### config.mk
export PLATFORM = sky130hd
export DESIGN_NAME = addsub_accumulator_ctrl
export DESIGN_NICKNAME = d
export VERILOG_FILES = /design/src/rtl/addsub_accumulator_ctrl.sv
export SDC_FILE = /design/constraint.sdc
export NUM_CORES = 1
export LEC_CHECK = 0
export BUFFER_PORTS_ARGS = -buffer_cell sky130_fd_sc_hd__buf_2
export CORE_MARGIN = 2
export CORE_UTILIZATION = 42
export DETAILED_ROUTE_END_ITERATION = 16
export HOLD_SLACK_MARGIN = 0.1
export MAX_ROUTING_LAYER = met4
export PLACE_DENSITY = 0.73
export SLEW_MARGIN = 0
export SYNTH_ARGS = -nofsm -noshare
export SYNTH_HDL_FRONTEND = slang
export SYNTH_SLANG_ARGS = --single-unit
### constraint.sdc
create_clock -name clk -period 1.3 [get_ports clk]
set_input_delay 0.065 -clock clk [delete_from_list [all_inputs] [get_ports clk]]
set_output_delay 0.065 -clock clk [all_outputs]
set_load 0.03 [all_outputs]
### src/rtl/addsub_accumulator_ctrl.sv
// Control stage for the 4-bit adder/subtractor: accepts operand/mode transactions,
// runs one adder cycle against the accumulator, then presents the result downstream.
module addsub_accumulator_ctrl #(
  parameter int unsigned WIDTH = 4,
  parameter int unsigned CNT_W = 8
) (
  input  logic             clk,
  input  logic             rst_n,
  input  logic             in_valid,
  output logic             in_ready,
  input  logic [WIDTH-1:0] in_operand,
  input  logic             in_mode,
  input  logic             in_clear,
  output logic [WIDTH-1:0] add_a,
  output logic [WIDTH-1:0] add_b,
  output logic             add_mode,
  input  logic [WIDTH-1:0] add_result,
  input  logic             add_cout,
  input  logic             add_ovf,
  output logic             out_valid,
  input  logic             out_ready,
  output logic [WIDTH-1:0] out_acc,
  output logic             out_cout,
  output logic             out_ovf,
  output logic             ovf_sticky,
  output logic [CNT_W-1:0] op_count
);

  typedef enum logic [1:0] {
    IDLE = 2'd0,
    EXEC = 2'd1,
    DONE = 2'd2
  } state_e;

  localparam logic [CNT_W-1:0] CNT_MAX = '1;

  state_e           state_q, state_d;
  logic [WIDTH-1:0] acc_q, acc_d;
  logic [WIDTH-1:0] op_b_q, op_b_d;
  logic             op_mode_q, op_mode_d;
  logic             cout_q, cout_d;
  logic             ovf_q, ovf_d;
  logic             sticky_q, sticky_d;
  logic [CNT_W-1:0] cnt_q, cnt_d;
  logic             in_ready_q, in_ready_d;
  logic             out_valid_q, out_valid_d;

  // State and datapath registers
  always_ff @(posedge clk or negedge rst_n) begin
    if (!rst_n) begin
      state_q     <= IDLE;
      acc_q       <= '0;
      op_b_q      <= '0;
      op_mode_q   <= 1'b0;
      cout_q      <= 1'b0;
      ovf_q       <= 1'b0;
      sticky_q    <= 1'b0;
      cnt_q       <= '0;
      in_ready_q  <= 1'b0;
      out_valid_q <= 1'b0;
    end else begin
      state_q     <= state_d;
      acc_q       <= acc_d;
      op_b_q      <= op_b_d;
      op_mode_q   <= op_mode_d;
      cout_q      <= cout_d;
      ovf_q       <= ovf_d;
      sticky_q    <= sticky_d;
      cnt_q       <= cnt_d;
      in_ready_q  <= in_ready_d;
      out_valid_q <= out_valid_d;
    end
  end

  // Next-state and register updates
  always_comb begin
    state_d   = state_q;
    acc_d     = acc_q;
    op_b_d    = op_b_q;
    op_mode_d = op_mode_q;
    cout_d    = cout_q;
    ovf_d     = ovf_q;
    sticky_d  = sticky_q;
    cnt_d     = cnt_q;

    unique case (state_q)
      IDLE: begin
        if (in_valid && in_ready_q) begin
          if (in_clear) begin
            acc_d    = '0;
            cout_d   = 1'b0;
            ovf_d    = 1'b0;
            sticky_d = 1'b0;
            cnt_d    = '0;
            state_d  = DONE;
          end else begin
            op_b_d    = in_operand;
            op_mode_d = in_mode;
            state_d   = EXEC;
          end
        end
      end
      EXEC: begin
        acc_d    = add_result;
        cout_d   = add_cout;
        ovf_d    = add_ovf;
        sticky_d = sticky_q | add_ovf;
        if (cnt_q != CNT_MAX) begin
          cnt_d = cnt_q + CNT_W'(1);
        end
        state_d = DONE;
      end
      DONE: begin
        if (out_ready) begin
          state_d = IDLE;
        end
      end
      default: state_d = IDLE;
    endcase

    // Handshake flags are registered copies of the upcoming state
    in_ready_d  = (state_d == IDLE);
    out_valid_d = (state_d == DONE);
  end

  assign in_ready   = in_ready_q;
  assign out_valid  = out_valid_q;
  assign add_a      = acc_q;
  assign add_b      = op_b_q;
  assign add_mode   = op_mode_q;
  assign out_acc    = acc_q;
  assign out_cout   = cout_q;
  assign out_ovf    = ovf_q;
  assign ovf_sticky = sticky_q;
  assign op_count   = cnt_q;

endmodule

=== After elaboration in Yosys (flattened, before gate mapping) ===
Cells that the tools add are included.

* Eq/ne operators: 7
* Shift-type cells: 0
* Order comparisons: 0
* Add/subtract/negate cells: 1
* Bitwise logic cells: 2
* Multiplexer cells: 16
* Div/mod/pow operators: 0
* Multipliers: 0
* Reductions and logical operators: 7

{| class="wikitable"
|+ Operators with widths
! cell !! count
|-
| $mux 8 || 3
|-
| $pmux 8 s2 || 1
|-
| $add 8x1->8 const B || 1
|-
| $mux 4 || 2
|-
| $ne 8x8->1 const B || 1
|-
| $pmux 4 s2 || 1
|-
| $mux 2 || 3
|-
| $ne 2x2->1 const B || 3
|-
| $pmux 1 s2 || 3
|-
| $pmux 2 s3 || 1
|-
| $reduce_and 3->1 || 2
|-
| $eq 2x2->1 const B || 2
|-
| $logic_not 2->1 || 2
|-
| $reduce_and 4->1 || 1
|-
| $eq 2x1->1 const B || 1
|-
| $mux 1 || 2
|-
| $reduce_bool 2->1 || 1
|-
| $logic_and 1x1->1 || 1
|-
| $not 1->1 || 1
|-
| $or 1x1->1 || 1
|}

* Input port bits: 16
* Register bits: 24
* Output and inout bits: 26
* Memory bits (read-only): 0
* Logic and storage cells: 43
* Memories kept: 0
* Bits in writable memories: 0
* Latch bits: 0

=== Longest topological paths before layout ===
Gate-level depths: netlist (run 1).

* Depth after elaboration: 4
* Mapped depth: 5
* Depth with buffers taken out: 5

=== Least setup slack after synthesis (run 1) ===
No wires, ideal clock.

* Path kind: reg-to-reg
* Start point: register cnt_q[0] (netlist: op_count[0])
* End point: register cnt_q[1] (netlist: op_count[1])
* Arrival: 1398 ps
* Stages on the path, launching flop included: 5
* Library setup time: 122 ps
* Period minus slack after synthesis: 1519 ps
* Path buffers: 0
* Path slack: -219 ps
* Data required time: 1178 ps
* Cell sequence: dfrtp_1 > ha_1 > and2_1 > nand4_1 > a32o_1

* Cells in the longest elaborated chain, start to end: 3
* Elaborated cells between the ends (all ways): 6
* Classes of those cells: add/sub: 1; eq/ne: 2; mux: 2; reduce/logical: 1

{| class="wikitable"
|+ Ends and longest elaborated chain
! item !! RTL line !! RTL
|-
| start: declaration || 44 || <nowiki>logic [CNT_W-1:0] cnt_q, cnt_d;</nowiki>
|-
| start signal: assignment || 69 || <nowiki>cnt_q <= cnt_d;</nowiki>
|-
| $add 8x1->8 or $ne 8x8->1 (tied branches) || 109, 108 ||
|-
| $mux 8 or $ne 2x2->1 (tied branches) || - ||
|-
| $pmux 8 s2 or $reduce_and 4->1 (tied branches) || - ||
|}

Parallel ways exist; a longest one is shown, timed or not. The select of a mux whose other input is x is not followed.
A chain may end at the register's enable or synchronous reset.

=== Final worst setup path (run 1) ===
* Start point: register cnt_q[5] (netlist: op_count[5])
* End point: register cnt_q[7] (netlist: op_count[7])

The elaborated chain is that of the path after synthesis.

==> results of run 1 <==
## flip-flops by register name, indices dropped and copies added, names as in the netlist
name and count:
add_mode 1, ovf_sticky 1, out_cout 1, add_b 4
out_valid 1, op_count 8, out_ovf 1, state_q 2
in_ready 1, add_a 4
## repair_timing
item | in CTS | in global routing
endpoints found under the setup margin | 13 | 19
buffers inserted | 6 | 1
gates cloned | 0 | 0
hold buffers | 14 | 0
endpoints found under the hold margin | 40 | 0
pin swaps | 1 | 4
gates resized for setup | 12 | 11
## power breakdown
part / leakage (nW) / total [mW] / internal [mW] / switching (mW)
combinational: 0.491 / 1.88 / 0.747 / 1.13
clock: 0.0210 / 0.403 / 0.172 / 0.232
sequential: 0.298 / 1.24 / 1.03 / 0.207
## cell type report
class                           instances  area [um^2]
Fill cell                             186          779
Sequential cell                        24          612
Multi-Input combinational cell         61          499
Timing Repair Buffer                   72          483
Tap cell                               30         37.5
Clock buffer                            4         36.3
Inverter                                2         7.51
## cell families after synthesis
logic type	after synthesis	synth area share [%]
xor gates and xnor gates	2	1.63
DFF	24	55.8
and+or+nand+nor	30	15.4
AOI/OAI and AO/OA	23	15.8
muxes	5	5.23
buffers and inverters	8	5.00
adders and majority gates	1	1.16
## layer usage
metal  GRT usage (%)  routed length [um]  up-vias
met5               -                   0        -
li1                -                   -      477
met1            22.9                1140      491
met3            3.55                 132        7
met2            34.5                1370       34
met4            8.75                  53        0
## worst max-delay path, stage by stage, from the launching register on
cell	delay [ns]
dfrtp_2	0.38
nand4_1	0.23
or4_4	0.56
o211ai_1	0.13
## worst max-delay path by stage
stage,startpoint,slack (ns),endpoint,cells after the start
2_1_floorplan,state_q[0],-0.03,add_b[0],3
3_3_place_gp,state_q[1],-0.003,add_b[2],3
3_5_place_dp,state_q[1],-0.07,op_count[7],3
4_1_cts,op_count[2],-0.06,op_count[7],3
5_1_grt,op_count[6],-0.10,op_count[7],3
6_report,op_count[5],-0.07,op_count[7],3
## stage by stage
step | cells | instance area [um^2] | util, % | setup TNS, ns
after floorplan | 93 | 1100 | - | -0.201
after global placement | 168 | 1370 | 56.0 | -0.00857
after detailed placement | 168 | 1370 | 56.0 | -0.198
after CTS | 192 | 1650 | 67.0 | -0.183
after global routing | 193 | 1680 | 68.2 | -0.677
final | 193 | 1680 | 68.2 | -0.327
## cell usage in the layout, fill, tap and decap left out, drive strengths merged
cell type	instances
a21oi	2
a22o	6
a31oi	2
a32o	1
and2	1
and3	2
buf	58
clkbuf	4
dfrtp	24
dlygate4sd3	14
ha	1
inv	2
mux2	5
nand2	10
nand2b	1
nand3	2
nand3b	1
nand4	4
nor2	5
nor2b	1
nor4	1
o211ai	1
o21ai	7
o221ai	1
o22a	1
o31ai	2
or3	1
or4	1
xnor2	1
xor2	1
==> flow_metrics.py, run 1 <==
metrics = {
    "run_status": {
        "status": "finished, violations left",
        "violations": "negative setup slack",
    },
    "timing": {
        "worst_clock_skew_ns": 0.00182,
        "layout_min_cycle_time_ns": 1.37,
        "max_slew_margin_pct": 65.6,
        "tightest_slew_ns": 0.517,
        "slew_violations": 0,
        "fin_hold_ws_ns": 0.112,
        "layout_setup_ws_ns": -0.0729,
        "fin_crit_sh_pct": 106,
        "fmax_mhz": 728,
        "hold_violations": 0,
        "rsz0062_at_grt": "true",
        "setup_violations": 7,
    },
    "final_layout": {
        "diodes": 0,
        "layout-drive-gt1-share_pct": 55.2,
        "nets": 181,
        "syn_to_final_growth_pct": 55.7,
    },
    "worst_setup_path": {
        "cp.arrival_ns": 1.62,
        "endpoint_kind": "flop",
        "crit_required_ns": 1.54,
        "crit_path_start_kind": "flop",
        "r2r-start": "op_count[5]",
        "worstReg2RegEnd": "op_count[7]",
        "reg2regPathDepth": 3,
        "crit_path_max_fanout": 3,
        "worst-setup-path-type": "reg -> reg",
        "reg2reg_setup_slack_ns": -0.07,
    },
    "synth": {
        "synth_area_per_cell_um2": 11.6,
        "ys_top_cells_by_count": "dfrtp_1, nand2_1, a22o_1, o21ai_0",
        "yosysSeqAreaShare_pct": 55.8,
        "synth.distinct_cells": 31,
        "synth_warnings": 0,
        "synth_top_area_share_pct": 55.8,
        "synthTopCellsByArea": "dfrtp_1, mux2_2, a22o_1",
        "synth-seq-cells": 24,
        "yosysMostFrequentCell": "dfrtp_1",
        "synth_edf_count": 0,
        "synth_area_mm2": 0.00108,
        "syn_nets": 110,
        "syn_inst": 93,
        "async_reset_ff_share_pct": 100,
        "synthFlopType": "dfrtp_1",
        "synth_top_area_cell": "dfrtp_1",
    },
    "detailed_routing": {
        "remaining_drc_errors": 0,
        "vias": 1009,
        "drtIter0Drc": 17,
        "wl_per_cell_um": 14.0,
        "viasPerCell": 5.23,
        "dr.pass1.iters": 4,
        "wl_um": 2690,
        "ant_nets": 0,
    },
    "clock_network": {
        "clkSlewWorstSetupHoldPaths_ns": 0.13,
        "clock_path_buffers": 2,
        "cts_tree": "done",
        "cts_made_buffers": 3,
        "root_buffer": "clkbuf_4",
        "insertion_delay_ns": 0.32,
        "clock-sinks": 24,
        "cts.htree.levels": 1,
    },
    "grt": {
        "antenna_found_initial": 0,
        "grt_pass1_wl_um": 4110,
        "grt_max_degree": 25,
        "grt.total_usage_pct": 20.2,
        "grt_pass1_vias": 954,
        "overflow": 0,
    },
    "min_path": {
        "hold_depth": 4,
        "holdCritPathClass": "in -> reg",
        "worstHoldEndpoint": "ovf_sticky",
        "hp-start": "in_valid",
    },
    "run": {
        "cap_violations": 0,
    },
    "floorplan": {
        "placementRows": 18,
        "dieArea_mm2": 0.00298,
        "fp.dieH_um": 54.6,
        "start_util_pct": 43.8,
        "die_w_um": 54.6,
        "core_area_mm2": 0.00245,
        "ios": 42,
    },
    "placed_design": {
        "place.gp.congestion": 0.798,
        "portBuffers": 41,
        "post-place-ws_ns": -0.0664,
        "dp_hpwl_um": 1840,
    },
    "power": {
        "vdd_ir_drop_max_v": 0.00159,
        "p_total_mw": 3.52,
        "power_density_mw_per_mm2": 2100,
        "p_leak_nw": 0.810,
    },
}
(Power assumes the default switching activity.)
==> inputs of run 2 (changes only) <==
==> constraint.sdc (replaced) <==
create_clock -name clk -period 1.3 [get_ports clk]
set_input_delay 0.26 -clock clk [delete_from_list [all_inputs] [get_ports clk]]
set_output_delay 0.26 -clock clk [all_outputs]
set_load 0.03 [all_outputs]
==> run 2 against run 1 <==
Compared with the run above: the flow still finishes with violations (negative setup slack); count of clock-buffer cells in the layout decreased by 1; critical path depth increased by 1; clock skew about the same; non-clock buffer count decreased by 8; sequential power about the same; clock power increased by 34%; highest routed layer unchanged.
==> flow_metrics.py, run 2 (synthesis results as in run 1) <==
metrics = {
    "final_layout": {
        "fin_cells": 185,
        "syn_to_final_growth_pct": 52.1,
        "layout-drive-gt1-share_pct": 57.4,
        "diodes": 0,
        "layout_commonest_cell": "buf_2",
        "largest_register_ffs": 8,
        "final_cell_mix": "buf_2, dfrtp_1, buf_6, buf_4",
        "finalInstanceArea_mm2": 0.00164,
        "nets": 173,
    },
    "detailed_routing": {
        "wl_met3_um": 141,
        "wl_um": 2520,
        "wl_per_cell_um": 13.6,
        "wl_met1_um": 1070,
        "top_layer": "met4",
        "remaining_drc_errors": 0,
        "ant_nets": 0,
        "wl_met2_um": 1290,
        "dr.pass1.iters": 4,
        "vias": 974,
        "drtIter0Drc": 9,
        "viasPerCell": 5.26,
    },
    "grt": {
        "grt_max_degree": 25,
        "overflow": 0,
        "grt_pass1_vias": 949,
        "grt.total_usage_pct": 19.9,
        "grt_pass1_wl_um": 4080,
        "antenna_found_initial": 0,
    },
    "timing": {
        "tns_ns": -0.181,
        "setup_violations": 5,
        "slew_violations": 0,
        "hold_violations": 0,
        "fmax_mhz": 748,
        "layout_setup_ws_ns": -0.0374,
        "tightest_slew_ns": 0.510,
        "rsz0062_at_grt": "true",
        "layout_min_cycle_time_ns": 1.34,
        "fin_crit_sh_pct": 103,
        "max_slew_margin_pct": 66.0,
        "worst_clock_skew_ns": 0.00170,
    },
    "clock_network": {
        "clock_path_buffers": 2,
        "clkSlewWorstSetupHoldPaths_ns": 0.13,
        "cts_tree": "done",
        "cts.htree.levels": 1,
        "clock-sinks": 24,
        "insertion_delay_ns": 0.31,
        "root_buffer": "clkbuf_4",
        "cts_made_buffers": 3,
    },
    "placed_design": {
        "dp_hpwl_um": 1780,
        "portBuffers": 41,
        "place_inst": 170,
        "dpl_cell_area_mm2": 0.00139,
        "place.gp.congestion": 0.761,
    },
    "floorplan": {
        "start_util_pct": 43.8,
        "dieArea_mm2": 0.00298,
        "die_w_um": 54.6,
        "placementRows": 18,
        "core_area_mm2": 0.00245,
        "fp.dieH_um": 54.6,
        "ios": 42,
    },
    "worst_setup_path": {
        "worst-setup-path-type": "reg -> reg",
        "endpoint_kind": "flop",
        "cp.arrival_ns": 1.55,
        "crit_required_ns": 1.52,
        "crit_path_start_kind": "flop",
        "crit_path_max_fanout": 6,
    },
    "run_status": {
        "violations": "negative setup slack",
        "status": "finished, violations left",
    },
    "power": {
        "vdd_ir_drop_max_v": 0.00136,
        "p_leak_nw": 0.793,
        "p_total_mw": 3.79,
        "power_density_mw_per_mm2": 2310,
    },
    "run": {
        "cap_violations": 0,
    },
    "min_path": {
        "holdCritPathClass": "in -> reg",
    },
}
run 2: timing repair:
item                                   in CTS  in global routing
setup buffers                               6                  3
pin swaps                                   4                  7
endpoints found under the hold margin      24                  1
hold buffers                                1                  1
setup endpoints to repair                  16                 24
gates resized for setup                    25                 13
run 2: stage by stage:
| stage | setup WS (ns) | utilization, % | hold slack, ns |
|---|---|---|---|
| after detailed placement | -0.0375 | 56.6 | 0.271 |
| after floorplan | -0.0346 | - | -0.0356 |
| after CTS | -0.0502 | 64.5 | 0.105 |
| after global routing | -0.107 | 66.7 | 0.138 |
| after global placement | -0.00409 | 56.6 | 0.265 |
| final | -0.0374 | 66.7 | 0.149 |
run 2: layer usage:
layer | track usage [%] | up-vias
li1 | - | 462
met1 | 23.7 | 469
met2 | 32.7 | 41
met3 | 3.28 | 2
met4 | 9.17 | 0
met5 | - | -
run 2: layout make-up:
type / instances / area [um^2]
clock buffers: 3 / 22.5
flip-flops and latches: 24 / 611
multi-input cells: 61 / 475
repair buffers: 64 / 453
clock inverters: 1 / 30.0
inverters: 2 / 7.51
fillers: 184 / 818
well taps: 30 / 37.5
run 2: path summary, 6_finish.rpt:
kind	from	endpoint	slack, ns	cells past startpoint
max reg2reg	in_ready	add_b[1]	-0.04	4
min in group asynchronous	rst_n	state_q[1]	0.43	2
min	add_result[3]	add_a[3]	0.15	2
max in group asynchronous	rst_n	op_count[6]	0.50	2
max	in_ready	add_b[1]	-0.04	4
min reg2reg	out_ovf	out_ovf	0.52	1
run 2: critical path: stages, from the launching register on:
cell and delay [ns]:
dfrtp_2 0.41, nand2_2 0.07, nor4_4 0.28, buf_6 0.17
mux2_4 0.30
run 2: where the power goes:
| group | switching, mW | internal (mW) | total, mW | leakage, nW |
|---|---|---|---|---|
| registers | 0.201 | 1.03 | 1.23 | 0.300 |
| clock network | 0.229 | 0.312 | 0.541 | 0.0279 |
| logic | 1.15 | 0.869 | 2.01 | 0.466 |
| total | 1.58 | 2.21 | 3.79 | 0.793 |
==> inputs of run 3 (changes only) <==
--- a/config.mk
+++ b/config.mk
@@ -5,13 +5,14 @@
 export SDC_FILE = /design/constraint.sdc
 export NUM_CORES = 1
 export LEC_CHECK = 0
+export ABC_AREA = 1
 export BUFFER_PORTS_ARGS = -buffer_cell sky130_fd_sc_hd__buf_2
 export CORE_MARGIN = 2
-export CORE_UTILIZATION = 42
+export CORE_UTILIZATION = 47
 export DETAILED_ROUTE_END_ITERATION = 16
 export HOLD_SLACK_MARGIN = 0.1
 export MAX_ROUTING_LAYER = met4
-export PLACE_DENSITY = 0.73
+export PLACE_DENSITY = 0.77
 export SLEW_MARGIN = 0
 export SYNTH_ARGS = -nofsm -noshare
 export SYNTH_HDL_FRONTEND = slang
==> constraint.sdc (replaced) <==
create_clock -name clk -period 1.45 [get_ports clk]
set_input_delay 0.29 -clock clk [delete_from_list [all_inputs] [get_ports clk]]
set_output_delay 0.29 -clock clk [all_outputs]
set_load 0.03 [all_outputs]
==> run 3 against run 2 <==
Compared with the run above: the run now ends clean; design area decreased by 16%; cell count increased by 15%; via count increased by 2.5%; clock power decreased by 33%; critical path depth decreased by 3; hold slack got worse by 0.0036 ns; area after synthesis increased by 4.2%; synthesized cell count increased by 53%; worst setup slack improved by 0.15 ns; sequential power about the same; clock skew increased by 0.0094 ns.
==> flow_metrics.py, run 3 <==
metrics = {
    "synth": {
        "synth_top_area_share_pct": 53.6,
        "ys_top_cells_by_count": "nand2_1, dfrtp_1, inv_1",
        "synth_area_per_cell_um2": 7.89,
        "async_reset_ff_share_pct": 100,
        "syn_inst": 142,
        "yosysSeqAreaShare_pct": 53.6,
        "synth_area_mm2": 0.00112,
        "synthTopCellsByArea": "dfrtp_1, nand2_1, nand3_1",
        "synth_warnings": 0,
        "yosysMostFrequentCell": "nand2_1",
        "synth-seq-cells": 24,
        "synth.distinct_cells": 17,
        "synth_edf_count": 0,
        "synthFlopType": "dfrtp_1",
        "synth_top_area_cell": "dfrtp_1",
        "syn_nets": 159,
    },
    "final_layout": {
        "final_util_pct": 61.7,
        "final_cell_mix": "nand2_1, buf_2, dfrtp_1",
        "largest_register_ffs": 8,
        "finalInstanceArea_mm2": 0.00138,
        "diodes": 0,
        "nets": 202,
        "fillerInstances": 214,
        "layout.area.seq_um2": 601,
        "layout-drive-gt1-share_pct": 29.9,
        "multiInputGateArea_um2": 449,
        "layout_commonest_cell": "nand2_1",
        "syn_to_final_growth_pct": 22.9,
    },
    "grt": {
        "grt_pass1_vias": 923,
        "overflow": 0,
        "grt_max_degree": 25,
        "grt_pass1_wl_um": 3640,
        "grt.total_usage_pct": 18.3,
        "antenna_found_initial": 0,
    },
    "detailed_routing": {
        "wl_per_cell_um": 10.9,
        "wl_um": 2310,
        "drtIter0Drc": 10,
        "ant_nets": 0,
        "viasPerCell": 4.71,
        "remaining_drc_errors": 0,
        "dr.pass1.iters": 4,
        "vias": 998,
    },
    "power": {
        "p_seq_share_pct": 39.6,
        "power_switching_share_pct": 50.2,
        "clkPwrFrac_pct": 11.9,
        "power_density_mw_per_mm2": 2200,
        "p_comb_share_pct": 48.5,
        "p_leak_nw": 0.819,
        "power.internal_mw": 1.51,
        "power.switching_mw": 1.52,
        "p_total_mw": 3.03,
        "vdd_ir_drop_max_v": 0.00120,
    },
    "clock_network": {
        "clkSlewWorstSetupHoldPaths_ns": 0.14,
        "clock-sinks": 24,
        "cts_resized": 0,
        "cts_tree": "done",
        "clock_path_buffers": 2,
        "post-cts-setup-buffers": 0,
        "hold_buffers": 1,
        "cts_made_buffers": 3,
        "cts.htree.levels": 1,
        "insertion_delay_ns": 0.32,
        "root_buffer": "clkbuf_4",
    },
    "min_path": {
        "holdCritPathClass": "in -> reg",
    },
    "worst_setup_path": {
        "endpoint_kind": "output pin",
        "path_buf_inv": 1,
        "crit_family": "flip-flops",
        "cp_slowest_cell": "dfrtp_1",
        "crit_required_ns": 1.16,
        "cp.arrival_ns": 1.05,
        "crit_path_max_fanout": 7,
        "worst-setup-path-type": "reg -> out",
        "path_cells": "buf_2",
        "crit_path_start_kind": "flop",
        "cp_slowest_stage_delay_ns": 0.48,
    },
    "run_status": {
        "status": "completed",
    },
    "run": {
        "cap_violations": 0,
    },
    "timing": {
        "layout_min_cycle_time_ns": 1.34,
        "fmax_mhz": 746,
        "tns_ns": 0,
        "setup_violations": 0,
        "tightest_slew_ns": 0.509,
        "fin_crit_sh_pct": 92.5,
        "fin_hold_ws_ns": 0.145,
        "hold_violations": 0,
        "rsz0062_at_grt": "false",
        "slew_violations": 0,
        "worst_clock_skew_ns": 0.0111,
        "max_slew_margin_pct": 66.1,
    },
    "floorplan": {
        "dieArea_mm2": 0.00279,
        "ios": 42,
        "core_area_mm2": 0.00223,
        "fp.dieH_um": 52.8,
        "die_w_um": 52.8,
        "placementRows": 17,
        "start_util_pct": 50.2,
    },
    "placed_design": {
        "portBuffers": 41,
        "dp_hpwl_um": 1740,
        "dpl_cell_area_mm2": 0.00133,
        "place.gp.congestion": 0.825,
    },
}
[run 3: cell count changes after synthesis, sizes merged, moves of 4 or more]
cell	before	now
nand4	4	0
nand2	10	77
nor2	5	9
a22o	6	0
o21ai	7	3
inv	2	11
nand3	2	7
mux2	5	0
[run 3: power by group through the flow]
| stage | sequential, mW | combinational [mW] | clock (mW) |
|---|---|---|---|
| 2_1_floorplan | 1.71 | 0.567 | 0 |
| 3_3_place_gp | 1.19 | 1.46 | 0 |
| 3_5_place_dp | 1.21 | 1.49 | 0 |
| 4_1_cts | 1.20 | 1.49 | 0.363 |
| 5_1_grt | 1.25 | 1.62 | 0.388 |
| 6_report | 1.20 | 1.47 | 0.360 |
[run 3: per-layer routing]
metal	global-route usage, %	part of all wire, %	vias to the layer above
met5	-	0	-
met4	8.55	1.9	0
met3	1.71	5.3	5
met2	32.7	50	31
met1	20.6	43	452
li1	-	-	510
[run 3: cell families (layout without fill, tap and decap cells)]
| kind of cell | Yosys count | after routing | share of synthesized area (%) |
|---|---|---|---|
| AND/OR/NAND/NOR | 95 | 95 | 34.6 |
| flip-flops | 24 | 24 | 53.6 |
| buffers and inverters | 15 | 57 | 6.36 |
| AO/OA/AOI/OAI | 6 | 6 | 3.57 |
| adder cells (fa/ha/maj) | 1 | 1 | 1.12 |
| XOR/XNOR | 1 | 1 | 0.781 |
[run 3: worst register-to-register path: stages (launching register included)]
cell and delay [ns]:
dfrtp_1 0.45, ha_1 0.23, nand2_2 0.10, nor2_2 0.06
a21oi_2 0.25, nand2_1 0.08, nand2_1 0.08
[run 3: worst paths after layout]
| path | endpoint | depth (start not counted) | from | slack, ns |
|---|---|---|---|---|
| hold reg to reg | out_cout | 2 | out_cout | 0.48 |
| hold / removal | add_b[1] | 3 | in_operand[1] | 0.15 |
| setup / recovery | op_count[4] | 1 | op_count[4] | 0.11 |
| max in group asynchronous | op_count[6] | 2 | rst_n | 0.65 |
| min in group asynchronous | op_count[1] | 2 | rst_n | 0.44 |
| setup reg to reg | op_count[1] | 6 | op_count[0] | 0.15 |
[run 3: final cells by class]
type,count,area share (%)
flip-flops and latches,24,43.6
multi-input cells,103,32.6
repair buffers,42,15.6
inverters,11,3.00
clock buffers,4,2.63
well taps,28,2.54
[run 3: stage by stage]
step	cells	worst slack, ns
6_report	212	0.109
5_1_grt	212	0.0513
4_1_cts	212	0.122
3_5_place_dp	207	0.193
3_3_place_gp	207	0.244
2_1_floorplan	142	0.114
